$ cat src/rtl/hazard_ctrl.sv
// hazard_ctrl: Execute-stage forwarding, load-use/branch stall and flush, MUL/DIV sequencing.
// Define HAZARD_MULDIV_EN to build the MUL/DIV sequencer; without it the MD outputs are tied low.
module hazard_ctrl #(
    parameter int MD_CYCLES = 32
) (
    input  logic       clk,
    input  logic       reset,
    input  logic [4:0] Rs1D,
    input  logic [4:0] Rs2D,
    input  logic [4:0] Rs1E,
    input  logic [4:0] Rs2E,
    input  logic [4:0] RdE,
    input  logic [4:0] RdM,
    input  logic [4:0] RdW,
    input  logic       ResultSrcE0,
    input  logic       RegWriteM,
    input  logic       RegWriteW,
    input  logic       PCSrcE,
    input  logic       MdReqE,
    output logic [1:0] ForwardAE,
    output logic [1:0] ForwardBE,
    output logic       StallF,
    output logic       StallD,
    output logic       StallE,
    output logic       FlushD,
    output logic       FlushE,
    output logic       FlushM,
    output logic       MdStartE,
    output logic       MdDoneE
);
    logic w_lw_stall, w_md_stall, w_md_start, w_md_done;
    always_comb begin
        ForwardAE = reset ? 2'b00
                  : (RegWriteM && RdM == Rs1E && Rs1E != 5'd0) ? 2'b10
                  : (RegWriteW && RdW == Rs1E && Rs1E != 5'd0) ? 2'b01 : 2'b00;
        ForwardBE = reset ? 2'b00
                  : (RegWriteM && RdM == Rs2E && Rs2E != 5'd0) ? 2'b10
                  : (RegWriteW && RdW == Rs2E && Rs2E != 5'd0) ? 2'b01 : 2'b00;
        w_lw_stall = !reset && ResultSrcE0 && RdE != 5'd0 && (RdE == Rs1D || RdE == Rs2D);
        StallF = w_lw_stall || w_md_stall;
        StallD = w_lw_stall || w_md_stall;
        FlushD = !reset && PCSrcE && !w_md_stall;
        FlushE = !reset && (w_lw_stall || PCSrcE) && !w_md_stall;
    end
`ifdef HAZARD_MULDIV_EN
    localparam int CW = $clog2(MD_CYCLES + 1);
    typedef enum logic [1:0] {IDLE, BUSY, DONE} state_t;
    state_t r_state;
    logic [CW-1:0] r_cnt;
    // DONE always returns to IDLE: MdReqE is still high for the departing op there.
    always_ff @(posedge clk) begin
        if (reset) begin
            r_state <= IDLE;
            r_cnt   <= '0;
        end else begin
            case (r_state)
                IDLE: if (MdReqE) begin
                    r_state <= BUSY;
                    r_cnt   <= CW'(MD_CYCLES - 1);
                end
                BUSY: if (r_cnt == '0) r_state <= DONE;
                      else r_cnt <= r_cnt - CW'(1);
                default: r_state <= IDLE;
            endcase
        end
    end
    assign w_md_start = !reset && r_state == IDLE && MdReqE;
    assign w_md_stall = w_md_start || (!reset && r_state == BUSY);
    assign w_md_done  = !reset && r_state == DONE;
`else
    logic w_unused;
    assign w_unused   = ^{clk, MdReqE};
    assign w_md_start = 1'b0;
    assign w_md_stall = 1'b0;
    assign w_md_done  = 1'b0;
`endif
    assign StallE   = w_md_stall;
    assign FlushM   = w_md_stall;
    assign MdStartE = w_md_start;
    assign MdDoneE  = w_md_done;
endmodule

$ cat config.mk
export PLATFORM = sky130hd
export DESIGN_NAME = hazard_ctrl
export DESIGN_NICKNAME = d
export VERILOG_FILES = /design/src/rtl/hazard_ctrl.sv
export SDC_FILE = /design/constraint.sdc
export NUM_CORES = 1
export LEC_CHECK = 0
export BUFFER_PORTS_ARGS = -buffer_cell sky130_fd_sc_hd__buf_2
export CORE_AREA = 5 5 42 44
export DETAILED_ROUTE_END_ITERATION = 8
export DIE_AREA = 0 0 47 49
export GPL_ROUTABILITY_DRIVEN = 0
export PLACE_DENSITY = 0.87
export REMOVE_ABC_BUFFERS = 1
export SETUP_SLACK_MARGIN = 0.2
export SLEW_MARGIN = 20
export SYNTH_ARGS = -nofsm -noshare
export SYNTH_HDL_FRONTEND = slang
export SYNTH_SLANG_ARGS = --single-unit
$ cat constraint.sdc
create_clock -name vclk -period 2.7
set_clock_uncertainty 0.2 [all_clocks]
set_input_delay 0.135 -clock vclk [all_inputs]
set_output_delay 0.135 -clock vclk [all_outputs]
set_load 0.01 [all_outputs]
# Word level (Yosys, flattened, before mapping)
# Index checks and enable logic that the tools add are counted.
[op_classes]
n_eq_ne = 6
mux = 6
reduce_logical = 19
[ops]
columns = ["cell", "n"]
rows = [
  ["$eq A5 B5 Y1", 6],
  ["$reduce_bool A5 Y1", 3],
  ["$logic_and A1 B1 Y1", 13],
  ["$mux W2", 4],
  ["$logic_or A1 B1 Y1", 2],
  ["$mux W1", 2],
  ["$logic_not A1 Y1", 1],
]
[word_totals]
ff_bits = 0
inputBits = 42
output_inout_bits = 12
elab_cells = 31

# Longest topological paths before layout
[depth]
word_depth = 6
mapped_depth = 5
mapped_depth_nobuf = 4

# Least setup slack after synthesis
# No wires, ideal clock.
[synth_timing]
path_type = "input -> output"
start = "in Rs1E[1]"
end = "out ForwardAE[0]"
arrival_ns = 1.176
t_required_ns = 2.365
path_slack_ns = 1.189
stages = 4
n_path_buf = 0
cell_sequence = "or4_4 -> nor2_4 -> nor4_2 -> nor4_2"
[synth_between]
elab_chain_cells = 6
word_cells_on_any_way = 10
cone_classes = "eq/ne: 2; mux: 3; reduce/logical: 5"
[synth_rtl]
columns = ["item", "line_no", "text"]
rows = [
  ["from (decl)", "10", "input logic [4:0] Rs1E,"],
  ["$eq A5 B5 Y1", "35", ": (RegWriteW && RdW == Rs1E && Rs1E != 5'd0) ? 2'b01 : 2'b00;"],
  ["$logic_and A1 B1 Y1 (2 in series)", "35", ""],
  ["$mux W1", "35", ""],
  ["$mux W2 *", "34", ": (RegWriteM && RdM == Rs1E && Rs1E != 5'd0) ? 2'b10"],
  ["$mux W2 *", "33", "ForwardAE = reset ? 2'b00"],
  ["to (decl)", "20", "output logic [1:0] ForwardAE,"],
]
# Every way passes the cells marked *; elsewhere a longest branch is shown, timed or not.

# Worst setup path in the final report
[layout_timing]
start = "in Rs2E[1]"
end = "out ForwardBE[0]"
[layout_between]
elab_chain_cells = 6
word_cells_on_any_way = 10
cone_classes = "eq/ne: 2; mux: 3; reduce/logical: 5"
[layout_rtl]
columns = ["item", "line_no", "text"]
rows = [
  ["from (decl)", "11", "input logic [4:0] Rs2E,"],
  ["$eq A5 B5 Y1", "38", ": (RegWriteW && RdW == Rs2E && Rs2E != 5'd0) ? 2'b01 : 2'b00;"],
  ["$logic_and A1 B1 Y1 (2 in series)", "38", ""],
  ["$mux W1", "38", ""],
  ["$mux W2 *", "37", ": (RegWriteM && RdM == Rs2E && Rs2E != 5'd0) ? 2'b10"],
  ["$mux W2 *", "36", "ForwardBE = reset ? 2'b00"],
  ["to (decl)", "21", "output logic [1:0] ForwardBE,"],
]
# Marked as above.

==> impl_metrics.sql <==
INSERT INTO impl_metrics (metric_group, metric, value, unit) VALUES
('timing', 'maxClockFrequency', '576', 'MHz'),
('setup_path', 'cp.depth', '6', ''),
('clock_network', 'cts-hold-fix-buffers', '0', ''),
('finish', 'n_antenna_cell', '0', ''),
('grt', 'gr-total-overflow', '0', ''),
('finish', 'syn_to_final_growth', '45.5', '%'),
('finish', 'seqCellArea', '0', 'um2'),
('route', 'detail_route.drc_violations', '0', ''),
('yosys', 'synth_area_leader_cell', 'sky130_fd_sc_hd__xor2_1', ''),
('finish', 'design.seq.count', '0', ''),
('finish', 'post_route_cells_drive_above_1_share', '50.5', '%'),
('setup_path', 'crit_path_top_delay_cell', 'sky130_fd_sc_hd__or4_4', ''),
('grt', 'first_global_vias', '647', ''),
('yosys', 'postSynthAreaPerCell', '7.91', 'um2'),
('route', 'detail_route.iter0.violations', '3', ''),
('die', 'die_w', '47', 'um'),
('finish', 'postLayoutCellArea', '748', 'um2'),
('run', 'drv_cap', '0', ''),
('clock_network', 'cts.repair_timing.setup_buffer_count', '0', ''),
('route', 'post_drt_via_cell_ratio', '4.92', ''),
('grt', 'grt_first_pass_wirelength', '2.46', 'mm'),
('finish', 'number_of_fill_cells_in_the_layout', '140', ''),
('finish', 'finalNetCount', '155', ''),
('finish', 'nClkBuffers', '0', ''),
('setup_path', 'critPathArrivalTime', '1.40', 'ns'),
('route', 'route.final.wire_length', '1.61', 'mm'),
('clock_network', 'cts.repair.resized', '0', ''),
('die', 'ios', '54', ''),
('timing', 'whs', '0.376', 'ns'),
('timing', 'slew_viol_final', '0', ''),
('die', 'chipHeight', '49', 'um'),
('setup_path', 'timing.critical_path.max_delay_family', 'simple AND/OR/NAND/NOR gates', ''),
('timing', 'hold_viol_final', '0', ''),
('die', 'start_util', '36.7', '%'),
('yosys', 'synth.area.top_cells', 'sky130_fd_sc_hd__xor2_1 (26%), sky130_fd_sc_hd__xnor2_1 (22%), sky130_fd_sc_hd__nor4_2 (9.7%)', ''),
('yosys', 'dominant_cell_by_count_in_the_synthesized_netlist', 'sky130_fd_sc_hd__xor2_1', ''),
('setup_path', 'worstSetupStartpointType', 'input pin', ''),
('power', 'total_power', '0.106', 'mW'),
('setup_path', 'cp_bufs_invs', '2', ''),
('yosys', 'ys_seq_area_share', '0', '%'),
('power', 'power.static_leakage', '0.356', 'nW'),
('timing', 'final_period_minus_worst_setup_slack', '1.74', 'ns'),
('route', 'postRouteAntennaNets', '0', ''),
('yosys', 'synthCells', '65', ''),
('setup_path', 'timing.setup.critical_path_class', 'in -> out', ''),
('placement', 'buffers_on_ports', '48', ''),
('setup_path', 'worst_ep_required_time', '2.37', 'ns'),
('timing', 'post-route-period-util', '64.3', '%'),
('timing', 'timing.setup.tns', '0', 'ns'),
('grt', 'maximum_number_of_pins_on_one_net_before_global_route_repair', '6', ''),
('yosys', 'mappedNetlistArea', '514', 'um2'),
('die', 'die-area', '2300', 'um2'),
('power', 'vdd_ir_drop_max', '0.0000635', 'V'),
('timing', 'grt_setup_unrepaired', 'false', ''),
('outcome', 'status', 'completed', ''),
('route', 'drt-pass1-iter-count', '4', ''),
('yosys', 'synth.top_cells.by_count', 'sky130_fd_sc_hd__xor2_1 (15), sky130_fd_sc_hd__xnor2_1 (13), sky130_fd_sc_hd__buf_4 (5), sky130_fd_sc_hd__nor2b_1 (5), sky130_fd_sc_hd__nor4_2 (4)', ''),
('timing', 'setup-violations-final', '0', ''),
('yosys', 'yosysWarnings', '0', ''),
('setup_path', 'timing.critical_path.cells', 'buf_2, or4_4, nor2_4, nor4_2, nor4_2, buf_2', ''),
('min_path', 'hold-path-cell-count', '3', ''),
('grt', 'grt.total_usage', '13.3', '%'),
('setup_path', 'path_max_fanout', '3', ''),
('power', 'power_density_over_the_cells', '141', 'nW/um2'),
('setup_path', 'critical_path.endpoint_type', 'output pin', ''),
('placement', 'placed_cell_area', '748', 'um2'),
('grt', 'antenna_found_initial', '0', ''),
('yosys', 'synth.distinct_cells', '20', ''),
('min_path', 'worst_hold_path_type', 'in -> out', ''),
('route', 'detailroute.via_count', '625', ''),
('finish', 'fin_util', '53.4', '%'),
('die', 'std_cell_rows', '14', ''),
('route', 'post_drt_wl_per_cell', '12.7', 'um'),
('die', 'core', '1400', 'um2'),
('setup_path', 'critPathMaxStageDelay', '0.54', 'ns'),
('placement', 'hpwl', '1.52', 'mm'),
('yosys', 'synth_top_area_share', '25.5', '%');
cell usage in the layout, fill, tap and decap left out, drive strengths merged:
cell type  Yosys  layout
nand2          1       1
conb           1       4
a221oi         1       1
or4            3       3
nor2b          5       5
xor2          15      15
nand3          1       1
o221ai         1       1
buf            5      48
a22oi          1       1
nand4          3       3
inv            2       2
nor2           5       5
nor4           4       4
o21ai          1       1
nor3           2       2
xnor2         13      13
o21bai         1       1
worst paths after layout:
| check | to | from |
|---|---|---|
| worst max-delay path | ForwardBE[0] | Rs2E[1] |
| worst min-delay path | ForwardAE[1] | reset |
cells by family (layout without fill, tap and decap cells):
family / after synthesis / after routing / share of synthesized area (%)
AOI/OAI and AO/OA: 5 / 5 / 7.30
and+or+nand+nor: 24 / 24 / 35.5
xor gates and xnor gates: 28 / 28 / 47.7
buffers and inverters: 7 / 50 / 8.76
other: 1 / 4 / 0.729
stage by stage:
stage | cells | setup slack, ns
finish | 127 | 0.963
CTS | 127 | 0.936
global placement | 127 | 0.983
detailed placement | 127 | 0.941
global route | 127 | 0.874
floorplan | 63 | 1.19
area by class of cell:
cell class | count | area (um2) | area share, %
inverter | 2 | 7.51 | 1.00
tap | 16 | 20.0 | 2.68
multi-input combinational | 61 | 480 | 64.2
timing repair buffer | 48 | 240 | 32.1
metal layers:
| metal | up-vias | part of all wire [%] | global-route usage (%) |
|---|---|---|---|
| met5 | - | 0 | 0 |
| met4 | 0 | 0 | 0 |
| met3 | 0 | 16 | 1.85 |
| met2 | 44 | 51 | 27.1 |
| met1 | 270 | 33 | 14.1 |
| li1 | 311 | - | - |
where the power goes:
| part | switching [mW] | internal [mW] | total [mW] |
|---|---|---|---|
| registers | 0 | 0 | 0 |
| clock network | 0 | 0 | 0 |
| logic | 0.0528 | 0.0528 | 0.106 |
| total | 0.0528 | 0.0528 | 0.106 |
worst min-delay path, stage by stage:
cell and delay (ns):
sky130_fd_sc_hd__buf_2 0.13, sky130_fd_sc_hd__nor2b_1 0.05, sky130_fd_sc_hd__buf_2 0.13
Power figures use the tool's default switching activity.
